===== config.mk =====
export PLATFORM = sky130hd
export DESIGN_NAME = fetch_responder
export DESIGN_NICKNAME = d
export VERILOG_FILES = /design/src/rtl/fetch_responder.sv
export SDC_FILE = /design/constraint.sdc
export NUM_CORES = 1
export LEC_CHECK = 0
export ABC_AREA = 1
export CORE_MARGIN = 4
export CORE_UTILIZATION = 25
export CTS_CLUSTER_SIZE = 16
export DETAILED_ROUTE_END_ITERATION = 10
export DONT_BUFFER_PORTS = 1
export SYNTH_ARGS = -nofsm -noshare
export SYNTH_HDL_FRONTEND = slang
export SYNTH_SLANG_ARGS = --single-unit

===== constraint.sdc =====
create_clock -name clk -period 2.1 [get_ports clk]
set_input_delay 0.105 -clock clk [delete_from_list [all_inputs] [get_ports clk]]
set_output_delay 0.105 -clock clk [all_outputs]
set_load 0.01 [all_outputs]

===== src/rtl/fetch_responder.sv =====
// -----------------------------------------------------------------------------
// fetch_responder
//
// Responder end of the instruction-fetch req/ack/adr/dtr interface. Each
// request from the prefetch unit becomes one 16-bit word read on the external
// memory bus. The read has a programmable minimum number of wait states and a
// timeout. A one-entry last-word buffer lets a repeated address complete
// without touching memory.
//
// Handshake (prefetch side): req is a level. The requester raises req with adr
// stable and holds both until it sees ack, or drops req to abort. ack is a
// one-cycle pulse, and dtr/err are valid in that same cycle. dtr then holds
// its value until the next ack. Dropping req while the access is still waiting
// aborts it: no ack is produced and the buffer keeps its old contents.
// Handshake (memory side): mem_rd/mem_adr are held until the data is captured
// or the access is aborted or times out. mem_rdy is ignored until WS cycles
// have elapsed in WAIT.
//
// Parameters:
//   WS      minimum WAIT cycles before mem_rdy is honoured (0..15)
//   TMO     WAIT cycles without a capture before a bus-error response (> WS)
//   HIT_EN  non-zero enables last-word buffer hits
//
// Ports:
//   clk, rst_n        clock, asynchronous active-low reset
//   req, adr          fetch request level and 20-bit word address
//   ack, dtr, err     response pulse, read data, timeout flag
//   mem_rd, mem_adr   external read strobe and registered address
//   mem_rdy, mem_din  external data-valid and read data
//   inval             clears the last-word buffer
//   dbg_state         current FSM state (0=IDLE, 1=WAIT, 2=RESP)
// -----------------------------------------------------------------------------
module fetch_responder #(
    parameter int WS     = 1,
    parameter int TMO    = 64,
    parameter int HIT_EN = 1
) (
    input  logic        clk,
    input  logic        rst_n,
    input  logic        req,
    input  logic [19:0] adr,
    output logic        ack,
    output logic [15:0] dtr,
    output logic        err,
    output logic        mem_rd,
    output logic [19:0] mem_adr,
    input  logic        mem_rdy,
    input  logic [15:0] mem_din,
    input  logic        inval,
    output logic [1:0]  dbg_state
);

    typedef enum logic [1:0] {
        IDLE = 2'd0,
        WAIT = 2'd1,
        RESP = 2'd2
    } state_t;

    localparam logic [7:0] WS_CNT   = 8'(WS);
    localparam logic [7:0] TMO_LAST = 8'(TMO - 1);
    localparam logic [7:0] CNT_MAX  = 8'hFF;

    // Registered state
    state_t      state;
    logic [7:0]  cnt;
    logic        buf_valid;
    logic [19:0] buf_adr;
    logic [15:0] buf_dat;

    // Next-state values
    state_t      state_n;
    logic [7:0]  cnt_n;
    logic        buf_valid_n;
    logic [19:0] buf_adr_n;
    logic [15:0] buf_dat_n;
    logic        ack_n;
    logic        err_n;
    logic [15:0] dtr_n;
    logic        mem_rd_n;
    logic [19:0] mem_adr_n;

    logic        hit;
    logic        rdy_ok;

    // A hit is judged only against the registered buffer contents, so an
    // inval on the same edge as a hit does not cancel that hit.
    assign hit       = (HIT_EN != 0) && buf_valid && (adr == buf_adr);
    assign rdy_ok    = mem_rdy && (cnt >= WS_CNT);
    assign dbg_state = state;

    always_ff @(posedge clk or negedge rst_n) begin
        if (!rst_n) begin
            state     <= IDLE;
            cnt       <= 8'd0;
            buf_valid <= 1'b0;
            buf_adr   <= 20'd0;
            buf_dat   <= 16'd0;
            ack       <= 1'b0;
            err       <= 1'b0;
            dtr       <= 16'd0;
            mem_rd    <= 1'b0;
            mem_adr   <= 20'd0;
        end else begin
            state     <= state_n;
            cnt       <= cnt_n;
            buf_valid <= buf_valid_n;
            buf_adr   <= buf_adr_n;
            buf_dat   <= buf_dat_n;
            ack       <= ack_n;
            err       <= err_n;
            dtr       <= dtr_n;
            mem_rd    <= mem_rd_n;
            mem_adr   <= mem_adr_n;
        end
    end

    always_comb begin
        state_n     = state;
        cnt_n       = cnt;
        // inval clears the buffer in any state; a capture below overrides it.
        buf_valid_n = buf_valid & ~inval;
        buf_adr_n   = buf_adr;
        buf_dat_n   = buf_dat;
        ack_n       = 1'b0;
        err_n       = 1'b0;
        dtr_n       = dtr;
        mem_rd_n    = mem_rd;
        mem_adr_n   = mem_adr;

        unique case (state)
            IDLE: begin
                if (req) begin
                    if (hit) begin
                        ack_n   = 1'b1;
                        dtr_n   = buf_dat;
                        state_n = RESP;
                    end else begin
                        mem_adr_n = adr;
                        mem_rd_n  = 1'b1;
                        cnt_n     = 8'd0;
                        state_n   = WAIT;
                    end
                end
            end

            WAIT: begin
                // Priority: abort, then capture, then timeout, then count.
                if (!req) begin
                    mem_rd_n = 1'b0;
                    state_n  = IDLE;
                end else if (rdy_ok) begin
                    dtr_n       = mem_din;
                    buf_adr_n   = mem_adr;
                    buf_dat_n   = mem_din;
                    buf_valid_n = 1'b1;
                    mem_rd_n    = 1'b0;
                    ack_n       = 1'b1;
                    state_n     = RESP;
                end else if (cnt == TMO_LAST) begin
                    dtr_n       = 16'hFFFF;
                    err_n       = 1'b1;
                    ack_n       = 1'b1;
                    mem_rd_n    = 1'b0;
                    buf_valid_n = 1'b0;
                    state_n     = RESP;
                end else begin
                    // Saturate rather than wrap so a stalled count cannot
                    // fall back below WS.
                    cnt_n = (cnt == CNT_MAX) ? cnt : cnt + 8'd1;
                end
            end

            RESP: begin
                // ack/err default low, so the pulse lasts exactly one cycle.
                state_n = IDLE;
            end

            default: begin
                state_n  = IDLE;
                mem_rd_n = 1'b0;
            end
        endcase
    end

endmodule


# ---- Word-level counts from Yosys, hierarchy flattened
# Cells that the tools add are included.
dict set report totals {
  regBits 86
  input_bits 41
  output_inout_bits 41
  word_cells 78
}
dict set report classes {
  addsub 1
  n_lt_le_gt_ge 1
  eq_ne 14
  n_mux 38
  bitwise 4
  reduce_logical 10
}
# op n
set op_table {}
lappend op_table {{$mux 16} 5}
lappend op_table {{$mux 8} 6}
lappend op_table {{$pmux 16 s2} 1}
lappend op_table {{$eq 20x20->1} 1}
lappend op_table {{$mux 1} 17}
lappend op_table {{$pmux 8 s2} 1}
lappend op_table {{$ne 2x2->1 const B} 7}
lappend op_table {{$mux 2} 5}
lappend op_table {{$add 8x1->8 const B} 1}
lappend op_table {{$eq 8x6->1 const B} 1}
lappend op_table {{$eq 8x8->1 const B} 1}
lappend op_table {{$ge 8x1->1 const B} 1}
lappend op_table {{$reduce_and 7->1} 1}
lappend op_table {{$reduce_and 3->1} 2}
lappend op_table {{$reduce_and 5->1} 1}
lappend op_table {{$ne 4x4->1 const B} 1}
lappend op_table {{$pmux 2 s2} 1}
lappend op_table {{$reduce_and 4->1} 1}
lappend op_table {{$ne 3x3->1 const B} 1}
lappend op_table {{$not 1->1} 3}
lappend op_table {{$pmux 1 s3} 1}
lappend op_table {{$eq 2x1->1 const B} 1}
lappend op_table {{$eq 2x2->1 const B} 1}
lappend op_table {{$logic_and 1x1->1} 2}
lappend op_table {{other kinds (5)} 5}

# ---- Logic depth before layout (Yosys ltp)
dict set report depth {
  ltp_word 6
  depth_mapped 13
  depth_no_buf 13
}

# ---- Worst setup path before layout
# Ideal clock, no wire load.
dict set report synth_timing {
  kind {register -> register}
  startpoint {reg cnt[0]}
  endpoint {reg cnt[2]}
  setup_time_ns 0.118
  arrival_time_ns 1.546
  required_time_ns 1.982
  setup_slack_ns 0.436
  path_stages_with_launch 12
  path_buffers 0
  period_less_slack_ns 1.664
  cell_sequence {dfrtp_1 -> ha_1 -> inv_1 -> nand2_1 -> nor2_1 -> nand2_4 -> nand3_4 -> nand3_2 -> nor2_4 -> nand2_2 -> nand2_1 -> nand2_1}
}
dict set report synth_between {
  elab_chain_len 6
  word_cells_on_any_way 14
  cone_classes {1 x add/sub; 1 x order compare; 5 x eq/ne; 5 x mux; 2 x reduce/logical}
}
# item line
set synth_rtl {}
lappend synth_rtl {{start: declaration} 65} ;# logic [7:0] cnt;
lappend synth_rtl {{start signal: assignment} 105} ;# cnt <= cnt_n;
lappend synth_rtl {{$add 8x1->8} 169} ;# cnt_n = (cnt == CNT_MAX) ? cnt : cnt + 8'd1;
lappend synth_rtl {{$mux 8} 169}
lappend synth_rtl {{$mux 8} 159} ;# end else if (cnt == TMO_LAST) begin
lappend synth_rtl {{$mux 8} 151} ;# end else if (rdy_ok) begin
lappend synth_rtl {{$mux 8} 148} ;# if (!req) begin
lappend synth_rtl {{$pmux 8 s2} 130} ;# unique case (state)
# Several ways; a longest one is shown, not always the timed one. The select of a mux whose other input is x is not followed.
# A chain may end at the register's enable or synchronous reset.

# ---- Worst setup path in the final report
dict set report layout_timing {
  startpoint {reg cnt[0]}
  endpoint {reg dtr[2]}
}
dict set report layout_between {
  elab_chain_len 5
  word_cells_on_any_way 8
  cone_classes {1 x order compare; 2 x eq/ne; 3 x mux; 2 x reduce/logical}
}
# item line
set layout_rtl {}
lappend layout_rtl {{$ge 8x1->1} 88} ;# assign rdy_ok = mem_rdy && (cnt >= WS_CNT);
lappend layout_rtl {{$logic_and 1x1->1} 88}
lappend layout_rtl {{$mux 16} 151}
lappend layout_rtl {{$mux 16} 148}
lappend layout_rtl {{$pmux 16 s2} 130}
lappend layout_rtl {{end signal: assignment} 111} ;# dtr <= dtr_n;
lappend layout_rtl {{end: declaration} 43} ;# output logic [15:0] dtr,
# Several ways; a longest one is shown, not always the timed one. The select of a mux whose other input is x is not followed.

==> summary.md <==
| Metric | Value |
|---|---|
| Mapped Area | 0.004300 mm^2 |
| Failing checks | hold timing |
| CP bufs+invs | 1 |
| Syn Area/Cell | 7.805 um^2 |
| Vias | 3520 |
| Largest net degree at the start of global routing | 87 |
| ANT cells | 0 |
| Worst r2r src | cnt[0] |
| Worst hold path class | in -> async |
| Port buffer count | 0 |
| Fin crit share | 86.90% |
| Status | finished, violations left |
| Post-synth ARST share | 100.0% |
| Drt first-iter violations | 299 |
| Reg power frac | 44.5% |
| Synth Flop Type | dfrtp_1 |
| Final setup margin | 275.2 ps |
| Area growth, synth to finish | 21.27% |
| Vias in the first global route | 3446 |
| Crit path capture type | register |
| FP Rows | 47 |
| I/O pin count | 82 |
| Share of cells above drive strength 1 | 10.98% |
| Critical path's slowest cell | dfrtp_1 |
| Die Y | 139.2 um |
| TNS Setup | 0 ps |
| GPL Wtd Cong | 0.7867 |
| Count leader, synth | nand2_1 |
| Clock skew | 12.70 ps |
| Crit-path cells | inv_1 > ha_1 > nand2_1 > nor2_1 > nand2_4 > nand2_2 > a21oi_4 > nand2_4 > nand2_1 > nand2_1 |
| CTS Buf Count | 9 |
| Critical path launch point type | register |
| Crit path depth | 10 |
| Core footprint | 0.01670 mm^2 |
| Crit Reg-Reg Endpoint | dtr[2] |
| Initial antenna violation count | 0 |
| Total track usage | 11.95% |
| Endpoints failing hold | 86 |
| Grt total ovfl | 0 |
| WP data arrival | 2050 ps |
| WL final | 11230 um |
| Mapped Nets | 595 |
| Setup Buffers After CTS | 0 |
| Clock power frac | 20.9% |
| Die W | 139.2 um |
| Worst-path clk slew | 70 ps |
| Slew HR | 73.76% |
| Hold_buf cts | 34 |
| DPL Wire Length | 7819 um |
| DIE AREA | 0.01936 mm^2 |
| Maximum clock frequency | 548.0 MHz |
| TritonCTS clock tree | yes |
| Worst-skew pair later-pin latency | 330 ps |
| Synth warnings | 0 |
| Commonest cells post-synth | nand2_1, dfrtp_1, inv_1, nor2_1 |
| Vias/cell | 4.335 |
| Post-synth EDFFs | 0 |
| Crit path max fanout | 18 |
| Sequential share of the synthesized area | 50.04% |
| Crit-path most repeated cell | nand2_1 |
| # nets final | 632 |
| CP required | 2320 ps |
| Logic pwr share | 34.5% |
| Global-route wire length before repair | 18660 um |
| R2r setup slk | 280 ps |
| Worst-Margin Slew | 392.8 ps |
| Clk sinks | 86 |
| Max-Cap Viols | 0 |
| Hold WS | -534.2 ps |
| Detail Route Antenna Nets | 0 |
| Clock Path Buffers | 2 |
| Min cycle time layout | 1825 ps |
| Switching Power | 0.002842 W |
| Cells taking the most area after synthesis | dfrtp_1, nand2_1, inv_1, nor2_1, a21oi_1 |
| Pwr dens | 1333 mW/mm^2 |
| Crit path max-delay family | simple AND/OR/NAND/NOR gates |
| FF-to-FF path depth | 10 |
| RSZ-0062 raised after global routing | no |
| Root Buffer | clkbuf_16 |
| Crit path capture | dtr[2] |
| Slew Limit Fails | 0 |
| Pint | 0.004110 W |
| CTS resizes | 0 |
| Mapped Cells | 551 |
| Synth cell types | 31 |
| Setup crit start | cnt[0] |
| DR DRC count | 0 |
| Pre-CTS setup slack | 256.4 ps |
| Yosys reg bits | 86 |
| Crit Path Class | reg -> reg |
| Yosys top cell area share | 50.04% |
| Leak | 2.715 nW |
| Sw Share | 40.88% |
| Synth area leader | dfrtp_1 |
| Max stage delay on crit path | 430 ps |
| WL/cell | 13.83 um |
| Drt first pass iters | 4 |
| Starting Density | 25.75% |
| H-tree Lvls | 3 |
| Setup violators final | 0 |
| Peak supply drop | 0.0005792 V |
## state kept, by name, indices dropped and copies added, names as in the netlist
register   cells
ack            1
cnt            8
dbg_state      2
buf_adr       20
err            1
mem_rd         1
dtr           16
buf_dat       16
mem_adr       20
buf_valid      1
## layout make-up
cell class | instances | area [um^2]
fillers | 1797 | 11490
flip-flops and latches | 86 | 2152
multi-input cells | 373 | 1769
repair buffers | 48 | 493.0
well taps | 220 | 275.3
inverters | 70 | 262.8
clock buffers | 9 | 225.2
clock inverters | 6 | 37.54
## layer usage
metal  part of all wire, %  wire length, um  vias up  GRT usage [%]
met1                    47             5248     1598          17.05
li1                      -                -     1808              -
met3                   8.9             1004        2          4.655
met2                    44             4947      112          17.44
met4                  0.24               27        0          2.060
met5                     0                0        -              0
## through the flow
step	total power (W)	util [%]	hold slack, ps	area (um^2)	std cells
final	0.006952	31.23	-534.2	5215	812
after global routing	0.007585	31.23	-562.5	5215	812
after floorplan	0.004770	-	-190.6	4300	551
after global placement	0.005434	27.55	-185.8	4602	763
after CTS	0.007045	31.23	-550.8	5215	812
after detailed placement	0.005500	27.55	-185.2	4602	763
## worst min path at each step
stage                      from     endpoint  slack (ps)
final                     rst_n   mem_adr[8]        -530
after floorplan           rst_n          ack        -190
after global placement    rst_n   mem_adr[3]        -190
after global routing      rst_n  mem_adr[13]        -560
after CTS                 rst_n  mem_adr[13]        -550
after detailed placement  rst_n   mem_adr[5]        -190
## power by group through the flow
stage | Sequential, W | Clock, W | Combinational, W
CTS | 0.00312 | 0.00150 | 0.00243
global placement | 0.00313 | 0 | 0.00230
floorplan | 0.00294 | 0 | 0.00183
finish | 0.00310 | 0.00146 | 0.00240
global route | 0.00321 | 0.00159 | 0.00279
detailed placement | 0.00314 | 0 | 0.00236
## cells in the final DEF (no fill, tap or decap), types with 6 or more instances in the layout
master         count
nand2_1          173
dlygate4sd3_1     33
o21ai_1           12
a21oi_1           35
nand2_2            6
inv_2              7
nor2_1            54
inv_1             63
nand3_1           35
clkbuf_16          9
nand4_1           20
buf_4             11
dfrtp_1           86
## worst reg2reg max path: cells and delay by family, from the launching register on
kind,cells,cell delay (ps)
adders and majority gates,1,190
AOI/OAI and AO/OA,1,370
DFF,1,430
buffers and inverters,1,70
and+or+nand+nor,7,660
## cells by family (layout without fill, tap and decap cells)
kind of cell,count (synthesis),count (layout),synth area share [%]
buf+inv,92,133,8.874
simple gates,311,311,32.47
flops,86,86,50.04
xor+xnor,3,3,0.6111
fa+ha+maj,3,3,0.8729
compound gates,56,56,7.129
Power figures use the tool's default switching activity.
